`config.mk`:
```
export PLATFORM = sky130hd
export DESIGN_NAME = sdes_engine
export DESIGN_NICKNAME = d
export VERILOG_FILES = /design/src/rtl/sdes_pkg.sv /design/src/rtl/sdes_round.sv /design/src/rtl/sdes_engine.sv
export SDC_FILE = /design/constraint.sdc
export NUM_CORES = 1
export LEC_CHECK = 0
export CORE_MARGIN = 2
export CORE_UTILIZATION = 50
export CTS_CLUSTER_DIAMETER = 200
export CTS_CLUSTER_SIZE = 14
export DETAILED_ROUTE_END_ITERATION = 7
export PLACE_DENSITY = 0.73
export REMOVE_ABC_BUFFERS = 1
export SETUP_SLACK_MARGIN = 0.15
export SLEW_MARGIN = 10
export SYNTH_ARGS = -nofsm -noshare
export SYNTH_HDL_FRONTEND = slang
export SYNTH_SLANG_ARGS = --single-unit
```
`constraint.sdc`:
```
create_clock -name clk -period 4 [get_ports clk]
set_input_delay 0.4 -clock clk [delete_from_list [all_inputs] [get_ports clk]]
set_output_delay 0.4 -clock clk [all_outputs]
set_load 0.01 [all_outputs]
```
`src/rtl/sdes_pkg.sv`:
```
// Shared S-DES definitions: permutation tables, S-boxes, FSM encoding and
// the bit-level helper functions used by the engine and its round datapath.
// Tables use the textbook MSB-first numbering: entry value n means
// "S-DES bit n", which lives at vector index (width - n).
package sdes_pkg;

  localparam int KEY_BITS = 10;
  localparam int BLK_BITS = 8;

  localparam int P10_T   [10] = '{3, 5, 2, 7, 4, 10, 1, 9, 8, 6};
  localparam int P8_T    [8]  = '{6, 3, 7, 4, 8, 5, 10, 9};
  localparam int P4_T    [4]  = '{2, 4, 3, 1};
  localparam int IP_T    [8]  = '{2, 6, 3, 1, 4, 8, 5, 7};
  localparam int IPINV_T [8]  = '{4, 1, 3, 5, 7, 2, 8, 6};
  localparam int EP_T    [8]  = '{4, 1, 2, 3, 2, 3, 4, 1};

  // S-boxes flattened row-major; index = {row, col} = {b1, b4, b2, b3}
  localparam logic [1:0] S0_T [16] = '{
    2'd1, 2'd0, 2'd3, 2'd2,
    2'd3, 2'd2, 2'd1, 2'd0,
    2'd0, 2'd2, 2'd1, 2'd3,
    2'd3, 2'd1, 2'd3, 2'd2
  };
  localparam logic [1:0] S1_T [16] = '{
    2'd0, 2'd1, 2'd2, 2'd3,
    2'd2, 2'd0, 2'd1, 2'd3,
    2'd3, 2'd0, 2'd1, 2'd0,
    2'd2, 2'd1, 2'd0, 2'd3
  };

  typedef enum logic [2:0] {
    ST_IDLE   = 3'd0,
    ST_KEYGEN = 3'd1,
    ST_ROUND  = 3'd2,
    ST_DONE   = 3'd3
  } state_e;

  function automatic logic [9:0] p10(input logic [9:0] k);
    logic [9:0] r;
    r = '0;
    for (int j = 0; j < 10; j++) r[9-j] = k[10-P10_T[j]];
    return r;
  endfunction

  function automatic logic [7:0] p8(input logic [9:0] k);
    logic [7:0] r;
    r = '0;
    for (int j = 0; j < 8; j++) r[7-j] = k[10-P8_T[j]];
    return r;
  endfunction

  // Rotate a 5-bit half left by n (0..4) places
  function automatic logic [4:0] ls(input logic [4:0] h, input logic [2:0] n);
    logic [9:0] d;
    d = {h, h} << n;
    return d[9:5];
  endfunction

  function automatic logic [7:0] ip(input logic [7:0] d);
    logic [7:0] r;
    r = '0;
    for (int j = 0; j < 8; j++) r[7-j] = d[8-IP_T[j]];
    return r;
  endfunction

  function automatic logic [7:0] ip_inv(input logic [7:0] d);
    logic [7:0] r;
    r = '0;
    for (int j = 0; j < 8; j++) r[7-j] = d[8-IPINV_T[j]];
    return r;
  endfunction

  // Mixing function F: expand, add key, substitute, permute
  function automatic logic [3:0] sbox_f(input logic [3:0] r, input logic [7:0] k);
    logic [7:0] x;
    logic [3:0] s;
    logic [3:0] o;
    x = '0;
    o = '0;
    for (int j = 0; j < 8; j++) x[7-j] = r[4-EP_T[j]];
    x = x ^ k;
    s = {S0_T[{x[7], x[4], x[6], x[5]}], S1_T[{x[3], x[0], x[2], x[1]}]};
    for (int j = 0; j < 4; j++) o[3-j] = s[4-P4_T[j]];
    return o;
  endfunction

  // One Feistel step without the half swap
  function automatic logic [7:0] f_k(input logic [7:0] st, input logic [7:0] k);
    return {st[7:4] ^ sbox_f(st[3:0], k), st[3:0]};
  endfunction

  // Round key idx (0-based): halves rotated by 1, then 2 more per round
  function automatic logic [7:0] gen_round_key(input logic [9:0] key, input int idx);
    logic [9:0] p;
    logic [2:0] amt;
    p   = p10(key);
    amt = 3'((2 * idx + 1) % 5);
    return p8({ls(p[9:5], amt), ls(p[4:0], amt)});
  endfunction

endpackage

```
`src/rtl/sdes_round.sv`:
```
// Combinational S-DES round: applies f_k with the given round key and
// optionally swaps the halves (every round except the last one).
module sdes_round
  import sdes_pkg::*;
(
  input  logic [7:0] state_i,
  input  logic [7:0] key_i,
  input  logic       swap_i,
  output logic [7:0] state_o
);

  logic [7:0] mixed;

  // Feistel mix followed by the optional half swap
  always_comb begin
    mixed   = f_k(state_i, key_i);
    state_o = swap_i ? {mixed[3:0], mixed[7:4]} : mixed;
  end

endmodule

```
`src/rtl/sdes_engine.sv`:
```
// Iterative S-DES engine: one round key per cycle during key generation,
// one Feistel round per cycle afterwards. The round-key schedule of the last
// key is kept so a repeated key (either direction) skips key generation.
module sdes_engine
  import sdes_pkg::*;
#(
  parameter int ROUNDS = 2,
  parameter int KEY_W  = KEY_BITS
) (
  input  logic             clk,
  input  logic             reset,
  input  logic             in_valid,
  output logic             in_ready,
  input  logic             in_mode,
  input  logic [KEY_W-1:0] in_key,
  input  logic [7:0]       in_data,
  output logic             out_valid,
  input  logic             out_ready,
  output logic [7:0]       out_data,
  output logic             key_hit
);

  localparam int CNT_W = (ROUNDS > 2) ? $clog2(ROUNDS) : 1;
  localparam logic [CNT_W-1:0] LAST_IDX = CNT_W'(ROUNDS - 1);

  state_e           state_q, state_d;
  logic             mode_q, mode_d;
  logic [7:0]       data_q, data_d;
  logic [CNT_W-1:0] cnt_q, cnt_d;
  logic [KEY_W-1:0] cache_key_q, cache_key_d;
  logic             cache_valid_q, cache_valid_d;
  logic [7:0]       rk_q [ROUNDS];
  logic [7:0]       rk_d [ROUNDS];
  logic             out_valid_q, out_valid_d;
  logic [7:0]       out_data_q, out_data_d;
  logic             key_hit_q, key_hit_d;

  logic             last_cnt;
  logic [CNT_W-1:0] key_idx;
  logic [7:0]       rk_sel;
  logic [7:0]       round_out;
  logic             key_match;

  // Round-key selection: decrypt walks the schedule backwards
  always_comb begin
    last_cnt  = (cnt_q == LAST_IDX);
    key_idx   = mode_q ? (LAST_IDX - cnt_q) : cnt_q;
    rk_sel    = rk_q[key_idx];
    key_match = cache_valid_q && (in_key == cache_key_q);
  end

  sdes_round u_round (
    .state_i (data_q),
    .key_i   (rk_sel),
    .swap_i  (!last_cnt),
    .state_o (round_out)
  );

  assign in_ready  = (state_q == ST_IDLE);
  assign out_valid = out_valid_q;
  assign out_data  = out_data_q;
  assign key_hit   = key_hit_q;

  // Next-state and datapath update for the IDLE/KEYGEN/ROUND/DONE sequence
  always_comb begin
    state_d       = state_q;
    mode_d        = mode_q;
    data_d        = data_q;
    cnt_d         = cnt_q;
    cache_key_d   = cache_key_q;
    cache_valid_d = cache_valid_q;
    rk_d          = rk_q;
    out_valid_d   = out_valid_q;
    out_data_d    = out_data_q;
    key_hit_d     = 1'b0;

    unique case (state_q)
      ST_IDLE: begin
        if (in_valid) begin
          mode_d = in_mode;
          data_d = ip(in_data);
          cnt_d  = '0;
          if (key_match) begin
            state_d   = ST_ROUND;
            key_hit_d = 1'b1;
          end else begin
            // Invalidate first so an abandoned keygen never looks cached
            state_d       = ST_KEYGEN;
            cache_key_d   = in_key;
            cache_valid_d = 1'b0;
          end
        end
      end

      ST_KEYGEN: begin
        rk_d[cnt_q] = gen_round_key(cache_key_q, int'(cnt_q));
        if (last_cnt) begin
          cnt_d         = '0;
          cache_valid_d = 1'b1;
          state_d       = ST_ROUND;
        end else begin
          cnt_d = cnt_q + 1'b1;
        end
      end

      ST_ROUND: begin
        data_d = round_out;
        if (last_cnt) begin
          out_data_d  = ip_inv(round_out);
          out_valid_d = 1'b1;
          state_d     = ST_DONE;
        end else begin
          cnt_d = cnt_q + 1'b1;
        end
      end

      ST_DONE: begin
        if (out_ready) begin
          out_valid_d = 1'b0;
          state_d     = ST_IDLE;
        end
      end

      default: begin
        state_d = ST_IDLE;
      end
    endcase
  end

  // State, cache and output registers; reset drops any in-flight operation
  always_ff @(posedge clk or negedge reset) begin
    if (!reset) begin
      state_q       <= ST_IDLE;
      mode_q        <= 1'b0;
      data_q        <= '0;
      cnt_q         <= '0;
      cache_key_q   <= '0;
      cache_valid_q <= 1'b0;
      for (int i = 0; i < ROUNDS; i++) rk_q[i] <= '0;
      out_valid_q   <= 1'b0;
      out_data_q    <= '0;
      key_hit_q     <= 1'b0;
    end else begin
      state_q       <= state_d;
      mode_q        <= mode_d;
      data_q        <= data_d;
      cnt_q         <= cnt_d;
      cache_key_q   <= cache_key_d;
      cache_valid_q <= cache_valid_d;
      rk_q          <= rk_d;
      out_valid_q   <= out_valid_d;
      out_data_q    <= out_data_d;
      key_hit_q     <= key_hit_d;
    end
  end

endmodule

```
Word level (Yosys, flattened, before mapping)
Memories as Yosys holds them, arrays and structs flattened.
Index checks and enable logic that the tools add are counted.
- register bits after elaboration: 50
- ROM bits: 64
- bits of input ports: 23
- output and inout bits: 11
- logic and storage cells: 88
- memories kept: 2
- memory list (name ; words ; bits a word ; rd ports ; clocked after memory_dff ; wr ports ; RTL line ; RTL):
    (no name shown) ; 16 ; 2 ; 1 ; 0 ; 0 ; sdes_pkg.sv:82 ; s = {S0_T[{x[7], x[4], x[6], x[5]}], S1_T[{x[3], x[0], x[2], x[1]}]};
    (no name shown) ; 16 ; 2 ; 1 ; 0 ; 0 ; sdes_pkg.sv:82 ;
- add/sub/neg operators: 3
- divide/modulo/power cells: 1
- order comparisons: 5
- equality and inequality tests: 9
- shift-type cells: 2
- multiplexer cells: 33
- bitwise logic cells: 7
- reduce and logical (&&, ||, !) cells: 15
- operator list (kind ; number):
    2-to-1 mux 8 bit ; 6
    modulo 32 x 4 -> 32 bit (second input constant) ; 1
    bitwise mux 16 bit ; 1
    case mux 8 bit (2 select lines) ; 1
    2-to-1 mux 3 bit ; 4
    case mux 3 bit (4 select lines) ; 1
    2-to-1 mux 1 bit ; 11
    == test 10 bit ; 1
    >= comparator 5 bit (second input constant) ; 2
    2-to-1 mux 2 bit ; 5
    inequality test 2 bit (second input constant) ; 5
    inverter 4 -> 5 bit ; 2
    left shift 10 x 3 -> 10 bit ; 1
    left shift 10 x 3 -> 8 bit ; 1
    demux 8 bit (select 1 bit) ; 1
    AND reduction 2 bit ; 4
    AND reduction 4 bit ; 2
    bitwise XOR 8 bit ; 1
    == test 3 x 2 -> 1 bit (second input constant) ; 2
    AND reduction 3 bit ; 2
    nonzero test 2 bit ; 3
    >= comparator 2 bit (second input constant) ; 2
    inverter 1 -> 2 bit ; 2
    case mux 1 bit (2 select lines) ; 2
    11 further kinds ; 12

Longest topological paths before layout
- depth after elaboration: 14
- mapped depth: 10
- depth with buffers taken out: 9

Hierarchy
A second synthesis with hierarchy kept.
- cell total of the unflattened synthesis: 253
- area total of the unflattened synthesis: 2889.0 µm²
- modules (own cells, without submodules) (module ; instances ; cells an instance ; area each (µm²) ; seq. area each (µm²)):
    sdes_engine ; 1 ; 185 ; 2362.3 ; 1226.2
    sdes_round ; 1 ; 68 ; 526.8 ; 0.0

Worst setup path after synthesis
Ideal clock, no wire load.
- path type: register to register
- start: register cnt_q
- end: register data_q[1]
- setup time: 139 ps
- arrival time: 2102 ps
- required time: 3861 ps
- setup slack: 1759 ps
- stages on the path, launching flop included: 10
- path buffers: 1
- clock period less this slack: 2241 ps
- cells stage by stage: dfrtp_1 buf_6 xnor2_4 mux2i_1 xnor2_2 inv_1 ha_1 mux2i_1 xnor2_1 o221ai_1
- longest elaborated chain between the ends: 14
- RTL lines (item ; RTL line ; RTL):
    start, declared ; sdes_engine.sv:29 ; logic [CNT_W-1:0] cnt_q, cnt_d;
    start signal, assigned ; sdes_engine.sv:147 ; cnt_q <= cnt_d;
    subtractor 1 bit ; sdes_engine.sv:47 ; key_idx = mode_q ? (LAST_IDX - cnt_q) : cnt_q;
    2-to-1 mux 1 bit ; sdes_engine.sv:47 ;
    inverter 1 -> 2 bit (not written as such) ; sdes_engine.sv:48 ; rk_sel = rk_q[key_idx];
    2-to-1 mux 8 bit (not written as such) (3 in a row) ; sdes_engine.sv:48 ;
    bitwise XOR 8 bit ; sdes_pkg.sv:81 ; x = x ^ k;
    inverter 4 -> 5 bit (not written as such) ; sdes_pkg.sv:82 ;
    memory (16 x 2 bit) ; n/a ;
    2-to-1 mux 2 bit (not written as such) (2 in a row) ; sdes_pkg.sv:82 ;
    bitwise XOR 4 bit ; sdes_pkg.sv:89 ; return {st[7:4] ^ sbox_f(st[3:0], k), st[3:0]};
    2-to-1 mux 8 bit * ; sdes_round.sv:17 ; state_o = swap_i ? {mixed[3:0], mixed[7:4]} : mixed;
    case mux 8 bit (2 select lines) * ; sdes_engine.sv:77 ; unique case (state_q)
    end signal, assigned ; sdes_engine.sv:146 ; data_q <= data_d;
    end, declared ; sdes_engine.sv:28 ; logic [7:0] data_q, data_d;
Every way passes the cells marked *; elsewhere a longest branch is shown, timed or not. The select of a mux whose other input is x is not followed.
A chain may end at the register's enable or synchronous reset.

Worst setup path after layout
- start: register state_q[1]
- end: register data_q[1]
- longest elaborated chain between the ends: 3
- elaborated cells on any way between the ends: 6
- those cells by class: 2 x eq/ne; 1 x mux; 3 x reduce/logical
- RTL lines (item ; RTL line ; RTL):
    start, declared ; sdes_engine.sv:26 ; state_e state_q, state_d;
    start signal, assigned ; sdes_engine.sv:144 ; state_q <= state_d;
    == test 3 x 2 -> 1 bit or zero test 3 bit (tied branches) ; sdes_engine.sv:77 ;
    nonzero test 2 bit (no line) or inequality test 2 bit (tied branches) ; n/a ;
    AND reduction 2 bit (no line) ; n/a ;
Several ways; a longest one is shown, not always the timed one.

==> run metrics <==
I/O Buffers=33; area grow syn2layout=17.3%; Post-synth EDFFs=0; Critical Path End Type=register; CP Data Required Time=4.21 ns; drt via density=5.48; number of remaining DRC errors=0; Final Hold Fails=0; Die ar.=0.00580 mm²; first-pass GRT wire length=8490 µm; CP Launch Type=register; DP Area=0.00297 mm²; total negative slack=0 ns; via count of the routed design=1,769; kind of critical path=reg -> reg; Warnings, synthesis=0; Final Net Count=281; Hold Path Class=in -> async; Pre-Repair DR Iteration Count=4; footprint of the multi-input gates=0.00129 mm²; Comb power frac=56.2%; final non-filler cell area=0.00305 mm²; critical path cell sequence=inv_1 -> ha_1 -> nand2_1 -> o21ai_1 -> nand3_1 -> o221ai_1; PD cells=929 mW/mm²; GRT Max-Usage Layer=met2; Clock Path Buffers=2; CTS Sinks=49; number of global-route vias before repair=1,772; DIE WIDTH=76.1 µm; Pint=1.68 mW; CP arrival=2.71 ns; max-capacitance violation count=0; largest net degree at the start of global routing=50; CTS tree=yes; share of layout cells above drive strength 1=17.8%; clk slew on worst S/H paths=0.09 ns; Final Critical Period=2.49 ns; Initial Utilization=51.3%; Synth area leaders=dfrtp_1, mux2_2, xnor2_1, mux2i_1, ha_1; Seq pwr share=33.8%; Worst R2R Setup Slack=1.51 ns; P_sw=1.16 mW; post-synthesis sequential area ratio=47.1%; clock latency on the worst-skew pair=0.30 ns; Register Area=0.00123 mm²; FMAX=401 MHz; Core Area=0.00507 mm²; top cell type's share of synthesized area=47.1%; CTS root buf=clkbuf_8; Routed WL=5020 µm; Fillers=461; Fin Clk Skew=0.00758 ns; slew margin rel.=27.7%; Pins Over Slew Limit=0; post-CTS setup buffer count=0; clock share of power=10.0%; Tcrit/Tclk final=62.3%; HPWL Detailed=3680 µm; M1 GR Usage=24.8%; leading area contributor after synthesis=dfrtp_1; # IOs=34; outcome=complete, no violations; delay of the slowest critical-path stage=0.47 ns; total grt overflow=0; commonest cells in the netlist=dfrtp_1, mux2_2, xnor2_1; Num CTS Buffers=5; worst setup path startpoint=state_q[1]$_DFFE_PN0P_; CTS Hold Bufs=0; reg2reg end=data_q[1]$_DFFE_PN0P_; Main synth FF type=dfrtp_1; ys async rst share=100%; wire per inst=15.5 µm; initial DRC count=106; CP max stage cell=ha_1; Antenna diodes=0; maximum fanout along the worst path=13; Mapped Area=0.00260 mm²; Post-DRT Antenna Nets=0; Peak VDD IR=0.383 mV; Cell variety after synth=40; Syn Inst Count=218; post-synthesis register bit count=49; Total Routing Usage GR=18.4%; final setup fails=0; antenna violations before repair=0; worst r2r src=state_q[1]$_DFFE_PN0P_; Avg Cell Area, Syn=11.9 µm²; switch share=40.8%; chip height=76.1 µm; reg2reg path depth=6; Post-CTS Resized=0; RSZ-0062 raised after global routing=no; met2 usage=30.0%; grt met3 use=4.03%; measured slew at the worst slew-check pin=1.08 ns; GP Congestion=0.759; leakage=1.34 nW; most frequent cell after synthesis=dfrtp_1; row count=26; H-tree levels=2
==> metrics by stage <==
stage                     std cells  util (%)  power (mW)  setup WS (ns)  hold slack [ns]
after CTS                       323      60.1        2.86           1.49            0.335
after floorplan                 212         -        2.16           1.73            0.104
after global routing            323      60.1        3.07           1.30            0.376
after global placement          315      58.5        2.52           1.57            0.467
after detailed placement        315      58.5        2.58           1.51            0.474
final                           323      60.1        2.83           1.51            0.293
==> flip-flops by register name (all words and copies together) (netlist names) <==
signal and count:
out_data 8, key_hit 1, cache_key_q 10, cache_valid_q 1, data_q 8, state_q 2, out_valid 1, cnt_q 1
rk_q 16, mode_q 1
==> cells in the final DEF (no fill, tap or decap), types with 3 or more instances in the layout <==
cell,n
xor2_1,4
nand3_1,4
o21ai_0,6
a32oi_1,3
o2bb2ai_1,3
xnor2_1,18
mux2_2,32
inv_1,9
nor2_1,4
dfrtp_1,49
clkbuf_8,5
o21ai_1,6
nand2_1,15
mux2i_1,15
clkdlybuf4s50_1,32
ha_1,6
and3_1,3
a21oi_1,8
==> metal layers <==
| layer | up-vias | part of all wire [%] |
|---|---|---|
| li1 | 851 | - |
| met1 | 862 | 46 |
| met2 | 48 | 49 |
| met3 | 8 | 3.7 |
| met4 | 0 | 1.2 |
| met5 | - | 0 |
==> kinds of logic (layout without fill, tap and decap cells) <==
| kind of cell | Yosys count | in the layout | synth area share, % |
|---|---|---|---|
| DFF | 49 | 49 | 47.1 |
| muxes | 47 | 47 | 19.6 |
| AOI/OAI and AO/OA | 40 | 40 | 10.6 |
| and+or+nand+nor | 34 | 34 | 6.20 |
| xor gates and xnor gates | 26 | 26 | 10.3 |
| buffers and inverters | 16 | 51 | 3.22 |
| adders and majority gates | 6 | 6 | 2.89 |
==> worst max path at each step <==
stage                            end  cells past startpoint
2_1_floorplan  data_q[1]$_DFFE_PN0P_                      8
3_5_place_dp   data_q[1]$_DFFE_PN0P_                      8
3_3_place_gp   data_q[0]$_DFFE_PN0P_                      6
5_1_grt        data_q[1]$_DFFE_PN0P_                      6
4_1_cts        data_q[1]$_DFFE_PN0P_                      8
6_report       data_q[1]$_DFFE_PN0P_                      6
==> final cells by class <==
class | instances | area share, %
Timing Repair Buffer | 33 | 10.7
Tap cell | 70 | 2.87
Sequential cell | 49 | 40.2
Clock inverter | 2 | 0.328
Clock buffer | 6 | 2.38
Inverter | 10 | 1.23
Multi-Input combinational cell | 153 | 42.3
==> worst max-delay path, delay by kind of cell, from the launching register on <==
family | cells | cell delay [ns]
flops | 1 | 0.44
simple gates | 2 | 0.67
fa+ha+maj | 1 | 0.47
buf+inv | 1 | 0.14
compound gates | 2 | 0.68
==> power by group through the flow <==
stage          logic (mW)  registers (mW)  clock network (mW)
4_1_cts              1.61           0.961               0.294
6_report             1.59           0.958               0.284
3_5_place_dp         1.60           0.974                   0
5_1_grt              1.76           0.994               0.321
3_3_place_gp         1.56           0.959                   0
2_1_floorplan        1.24           0.929                   0
Note: power is estimated with default switching activity, not from simulation.
